### config.mk
export PLATFORM = sky130hd
export DESIGN_NAME = button_debouncer
export DESIGN_NICKNAME = d
export VERILOG_FILES = /design/src/rtl/button_debouncer_pkg.sv /design/src/rtl/sync_2ff.sv /design/src/rtl/button_debouncer.sv
export SDC_FILE = /design/constraint.sdc
export NUM_CORES = 1
export LEC_CHECK = 0
export CAP_MARGIN = 5
export CORE_AREA = 2 2 39 41
export CTS_CLUSTER_SIZE = 10
export DETAILED_ROUTE_END_ITERATION = 8
export DIE_AREA = 0 0 41 43
export PLACE_DENSITY = 0.62
export SYNTH_ARGS = -nofsm -noshare
export SYNTH_HDL_FRONTEND = slang
export SYNTH_SLANG_ARGS = --single-unit
### constraint.sdc
create_clock -name clk -period 1.96 [get_ports clk]
set_clock_uncertainty 0.1 [all_clocks]
set_input_delay 0.392 -clock clk [delete_from_list [all_inputs] [get_ports clk]]
set_output_delay 0.392 -clock clk [all_outputs]
set_load 0.05 [all_outputs]
### src/rtl/button_debouncer_pkg.sv
// Shared types and defaults for the push-button debouncer.
package button_debouncer_pkg;

    localparam int unsigned DEBOUNCE_CYCLES_DEF = 16;

    // Gray-style encoding: every legal transition flips exactly one bit,
    // so outputs decoded from the state register cannot glitch.
    typedef enum logic [1:0] {
        STABLE_LOW  = 2'b00,
        CHECK_HIGH  = 2'b01,
        STABLE_HIGH = 2'b11,
        CHECK_LOW   = 2'b10
    } db_state_e;

endpackage

### src/rtl/sync_2ff.sv
// Two-flop synchronizer for a single asynchronous level.
module sync_2ff (
    input  logic clk,
    input  logic rst,
    input  logic din,
    output logic dout
);

    logic sync1_q, sync1_d;
    logic sync2_q, sync2_d;

    always_comb begin
        sync1_d = din;
        sync2_d = sync1_q;
    end

    always_ff @(posedge clk or negedge rst) begin
        if (!rst) begin
            sync1_q <= 1'b0;
            sync2_q <= 1'b0;
        end else begin
            sync1_q <= sync1_d;
            sync2_q <= sync2_d;
        end
    end

    assign dout = sync2_q;

endmodule

### src/rtl/button_debouncer.sv
// Debounces a raw push-button: a level change is accepted only after
// DEBOUNCE_CYCLES consecutive stable synchronized samples.
module button_debouncer
    import button_debouncer_pkg::*;
#(
    parameter int unsigned DEBOUNCE_CYCLES = DEBOUNCE_CYCLES_DEF
) (
    input  logic clk,
    input  logic rst,
    input  logic btn_in,
    output logic btn_clean,
    output logic busy
);

    localparam int unsigned     CNT_W   = $clog2(DEBOUNCE_CYCLES);
    localparam logic [CNT_W-1:0] CNT_MAX = CNT_W'(DEBOUNCE_CYCLES - 1);

    logic             btn_sync;
    db_state_e        state_q, state_d;
    logic [CNT_W-1:0] cnt_q, cnt_d;

    sync_2ff u_sync (
        .clk  (clk),
        .rst  (rst),
        .din  (btn_in),
        .dout (btn_sync)
    );

    always_comb begin
        state_d = state_q;
        cnt_d   = cnt_q;
        case (state_q)
            STABLE_LOW: begin
                if (btn_sync) begin
                    state_d = CHECK_HIGH;
                    cnt_d   = '0;
                end
            end
            CHECK_HIGH: begin
                if (!btn_sync) begin
                    state_d = STABLE_LOW;
                    cnt_d   = '0;
                end else if (cnt_q == CNT_MAX) begin
                    state_d = STABLE_HIGH;
                    cnt_d   = '0;
                end else begin
                    cnt_d = cnt_q + CNT_W'(1);
                end
            end
            STABLE_HIGH: begin
                if (!btn_sync) begin
                    state_d = CHECK_LOW;
                    cnt_d   = '0;
                end
            end
            CHECK_LOW: begin
                if (btn_sync) begin
                    state_d = STABLE_HIGH;
                    cnt_d   = '0;
                end else if (cnt_q == CNT_MAX) begin
                    state_d = STABLE_LOW;
                    cnt_d   = '0;
                end else begin
                    cnt_d = cnt_q + CNT_W'(1);
                end
            end
            default: begin
                state_d = STABLE_LOW;
                cnt_d   = '0;
            end
        endcase
    end

    always_ff @(posedge clk or negedge rst) begin
        if (!rst) begin
            state_q <= STABLE_LOW;
            cnt_q   <= '0;
        end else begin
            state_q <= state_d;
            cnt_q   <= cnt_d;
        end
    end

    // Moore outputs; with the encoding above btn_clean is a direct flop bit.
    assign btn_clean = state_q[1];
    assign busy      = state_q[1] ^ state_q[0];

endmodule

* After elaboration in Yosys (flattened, before gate mapping)
Index checks and enable logic that the tools add are counted.
Storage, ports and cells: flip-flop bits (word level) 8, bits of input ports 3, output and inout port bits 2, word-level logic and storage cells 30
Cells by class: add/sub/neg operators 1, eq/ne operators 8, multiplexer cells 13, bitwise operators 1, reduce and logical (&&, ||, !) cells 3
Operator list (number):
- 2-to-1 mux 4 bit | 5
- one-hot mux 4 bit (4 select lines) | 1
- 2-to-1 mux 2 bit | 6
- one-hot mux 2 bit (4 select lines) | 1
- adder 4 x 1 -> 4 bit (second input constant) | 1
- == test 2 bit (second input constant) | 2
- == test 4 bit (second input constant) | 1
- AND reduction 4 bit | 1
- inequality test 3 x 2 -> 1 bit (second input constant) | 1
- inequality test 3 bit (second input constant) | 1
- == test 2 x 1 -> 1 bit (second input constant) | 1
- logical NOT 2 bit | 1
- inequality test 2 x 1 -> 1 bit (second input constant) | 1
- inequality test 2 bit (second input constant) | 1
- AND reduction 2 bit | 1
- XOR 1 bit | 1

* Longest topological paths before layout
Gate-level depths: netlist of the first run.
word-level depth 4, depth in mapped cells 6, depth with buffers taken out 5

* Modules after synthesis
Synthesis of the first run repeated with hierarchy kept, for this count alone.
Unflattened totals: cells, all modules 46, area, all modules 470.5 µm²
Modules (own cells, without submodules):
- button_debouncer | times used 1, cells each 44, area an instance 420.4 µm², seq. area each 150.1 µm²
- sync_2ff | times used 1, cells each 2, area an instance 50.0 µm², seq. area each 50.0 µm²

* Least setup slack after synthesis of the first run
Ideal clock, no wire load.
path kind register -> register, from reg state_q[1], to reg state_q[1], setup time 125 ps, arrival 2005 ps, data required time 1735 ps, path slack -270 ps, cell stages (with the launch flop) 7, path buffers 1, period minus slack after synthesis 2230 ps, path through dfrtp_1 > inv_1 > ha_1 > clkbuf_1 > a21oi_1 > nor2_1 > mux2_2
Between the ends: word-level cells in the longest chain between the ends 3, elaborated cells between the ends (all ways) 10, classes of those cells 7 x eq/ne; 1 x mux; 2 x reduce/logical
RTL lines:
- from (decl) | line button_debouncer.sv:19 | db_state_e state_q, state_d;
- from (signal assigned) | line button_debouncer.sv:79 | state_q <= state_d;
- == test 2 x 1 -> 1 bit (tied with other cells) | line button_debouncer.sv:32 | case (state_q)
- inequality test 3 bit (no line) (tied with other cells)
- AND reduction 4 bit (no line)
Parallel ways exist; a longest one is shown, timed or not. A chain may end at the register's enable or synchronous reset.

* Worst setup path in the final report of the first run
from reg state_q[0], to out busy
Between the ends: word-level cells in the longest chain between the ends 1
RTL lines:
- XOR 1 bit | line button_debouncer.sv:86 | assign busy = state_q[1] ^ state_q[0];
- to (decl) | line button_debouncer.sv:12 | output logic busy
No other way between the ends.

==> summary.md, run 1 <==
| Metric | Value |
|---|---|
| Mean Syn Cell Area | between 10 and 15 µm² |
| Cts repair resizes | 0 |
| CP Launch Type | flip-flop |
| CTS Sinks | 8 |
| Cell count after synthesis | between 40 and 50 |
| Final Max Tran Viols | 0 |
| Commonest non-fill, non-tap cell in the layout | dfrtp_1 |
| Syn nets | 55 |
| First-pass GRT wire length | about 1100 µm |
| WL final | about 730 µm |
| GRT Total Usage | 0.104 |
| Die height | 43 µm |
| Yosys warning count | 0 |
| Row cnt | 14 |
| CTS clk-pin slew, worst paths | 0.06 ns |
| Setup violators final | 0 |
| Hold buffer count at cts | 0 |
| Setup_tns | 0 ns |
| Grt met1 use | 0.130 |
| Met2 usage | 0.122 |
| Die W | 41 µm |
| I/O pins | 5 |
| Worst slack at placement | roughly 0.22 ns |
| Worst slew margin | 0.763 |
| WL/cell | approximately 11 µm |
| Dpl hpwl | 564 µm |
| Power per standard cell area | about 1600 mW/mm² |
| Worst hold path class | flip-flop to flip-flop |
| CTS Root Cell | clkbuf_4 |
| Minimum clock period | ~1.8 ns |
| Share of layout cells above drive strength 1 | 0.208 |
| Routed vias | 333 |
| Least-Margin Pin Slew | 0.355 ns |
| Die area | 0.00176 mm² |
| RSZ-0062 raised after global routing | no |
| Dominant synthesized flop cell | dfrtp_1 |
| Data arrival, critical path | roughly 1.3 ns |
| Unique masters post-synth | 19 |
| Initial DRT Pass Iterations | 3 |
| Max VDD drop | approximately 500 µV |
| Nets | 63 |
| DR vias/cell | slightly below 5 |
| Outcome | finished clean |
| ANT nets after route | 0 |
| Antenna fix cells | 0 |
| Vias in the first global route | about 280 |
| Core Area | about 0.0014 mm² |
| Synth Cell Area | roughly 470 µm² |
| Synth Register Bits | 8 |
| Leading cell types in the layout, fill and taps excluded | dfrtp_1, nand2_1, ha_1, inv_1 |
| Post-synth EDFFs | 0 |
| CP Data Required Time | roughly 1.5 ns |
| Final hold violation count | 0 |
| Largest net degree at the start of global routing | 10 |
| DR iter-0 viols | 4 |
| Fmax | between 500 and 600 MHz |
| Initial antenna violation count | 0 |
| Leakage power total | 0.253 nW |
| Worst setup EP type | primary output |
| CTS Buffer Depth | 2 |
| Sequential area share after synthesis | 0.426 |
| CP max FO | 9 |
| Period utilisation layout | 0.928 |
| CP Class | flip-flop to primary output |
| CTS buffer count | 3 |
| H-tree Lvls | 1 |
| Setup ws final | about 0.14 ns |
| Fillers | about 130 |
| GR Util met3 | 0.0471 |
| Initial core utilization | 0.340 |
| GRT overflow | 0 |
| Max-cap viol count | 0 |
| Port Buffer Count | 4 |
| GRT Max-Usage Layer | met1 |
| Residual DRC | 0 |
| Worst skew pair latency | ~0.25 ns |
| Routability Congestion | between 0.7 and 0.8 |
| Post-CTS setup buffers | 0 |
| Area growth from synthesis to layout | 19.9% |
| CTS tree | yes |
| Async SR Flop Fraction | 1.00 |
## sequential cells by signal, summed over array words and instances, names as in the netlist
signal          cells
cnt_q               4
state_q             2
u_sync.dout         1
u_sync.sync1_q      1
## worst max-delay path, cell delays in order, from the launching register on
cell and delay, ns:
dfrtp_1 0.37, inv_1 0.10, ha_2 0.44, buf_12 0.16
## cell usage after synthesis (2+ instances only)
cell | count | area share
a21oi_1 | 2 | 0.021
dfrtp_1 | 8 | 0.43
ha_1 | 6 | 0.16
inv_1 | 4 | 0.032
mux2_2 | 2 | 0.048
mux2i_1 | 2 | 0.043
nand2_1 | 5 | 0.040
nand3_1 | 3 | 0.032
nand4_1 | 2 | 0.027
nor2_1 | 2 | 0.016
o21ai_0 | 2 | 0.021
## cell families after synthesis
group                      synth area share
buffers and inverters                0.0399
DFF                                   0.426
AOI/OAI and AO/OA                     0.112
muxes                                 0.122
and+or+nand+nor                       0.141
adders and majority gates             0.160
## path summary, 6_finish.rpt
check / end / cells after the start / slack [ns] / startpoint
hold reg to reg: u_sync.dout / 0 / 0.25 / u_sync.sync1_q
setup / recovery: busy / 3 / 0.14 / state_q[0]
min in group asynchronous: cnt_q[2] / 1 / 0.31 / rst
max in group asynchronous: state_q[1] / 1 / 1.16 / rst
hold / removal: u_sync.dout / 0 / 0.25 / u_sync.sync1_q
setup reg to reg: state_q[1] / 5 / 0.23 / state_q[0]
## metrics by stage
step | total power (W) | cell area [µm²] | hold WS (ns) | utilization | instances
2_1_floorplan | 0.000599 | 474 | -0.00359 | - | 46
3_3_place_gp | 0.000746 | 538 | 0.234 | 0.389 | 65
3_5_place_dp | 0.000749 | 538 | 0.237 | 0.389 | 65
4_1_cts | 0.000887 | 564 | 0.251 | 0.408 | 69
5_1_grt | 0.000944 | 564 | 0.258 | 0.408 | 69
6_report | 0.000876 | 564 | 0.254 | 0.408 | 69
## per-layer routing
metal,vias to the layer above,part of all wire
li1,177,-
met1,150,0.52
met2,4,0.43
met3,2,0.031
met4,0,0.023
met5,-,0
## report_power, final
group          leakage [nW]  internal (W)  switching (W)
sequential            0.101      0.000199      0.0000277
combinational         0.137      0.000222       0.000292
clock                0.0150     0.0000779      0.0000569
total                 0.253      0.000499       0.000377
## cell type report
cell class | count | area (µm²) | share of cell area
sequential | 8 | 201 | 0.357
tap | 16 | 20.0 | 0.0355
timing repair buffer | 4 | 47.5 | 0.0843
inverter | 4 | 15.0 | 0.0266
multi-input combinational | 33 | 254 | 0.450
clock buffer | 4 | 26.3 | 0.0466
Note: power is estimated with default switching activity, not from simulation.
==> run 2: changes to the inputs <==
- HOLD_SLACK_MARGIN: default -> 0.15
==> results of run 2 <==
No change in the layout: final DEF, timing and power equal those of run 1.
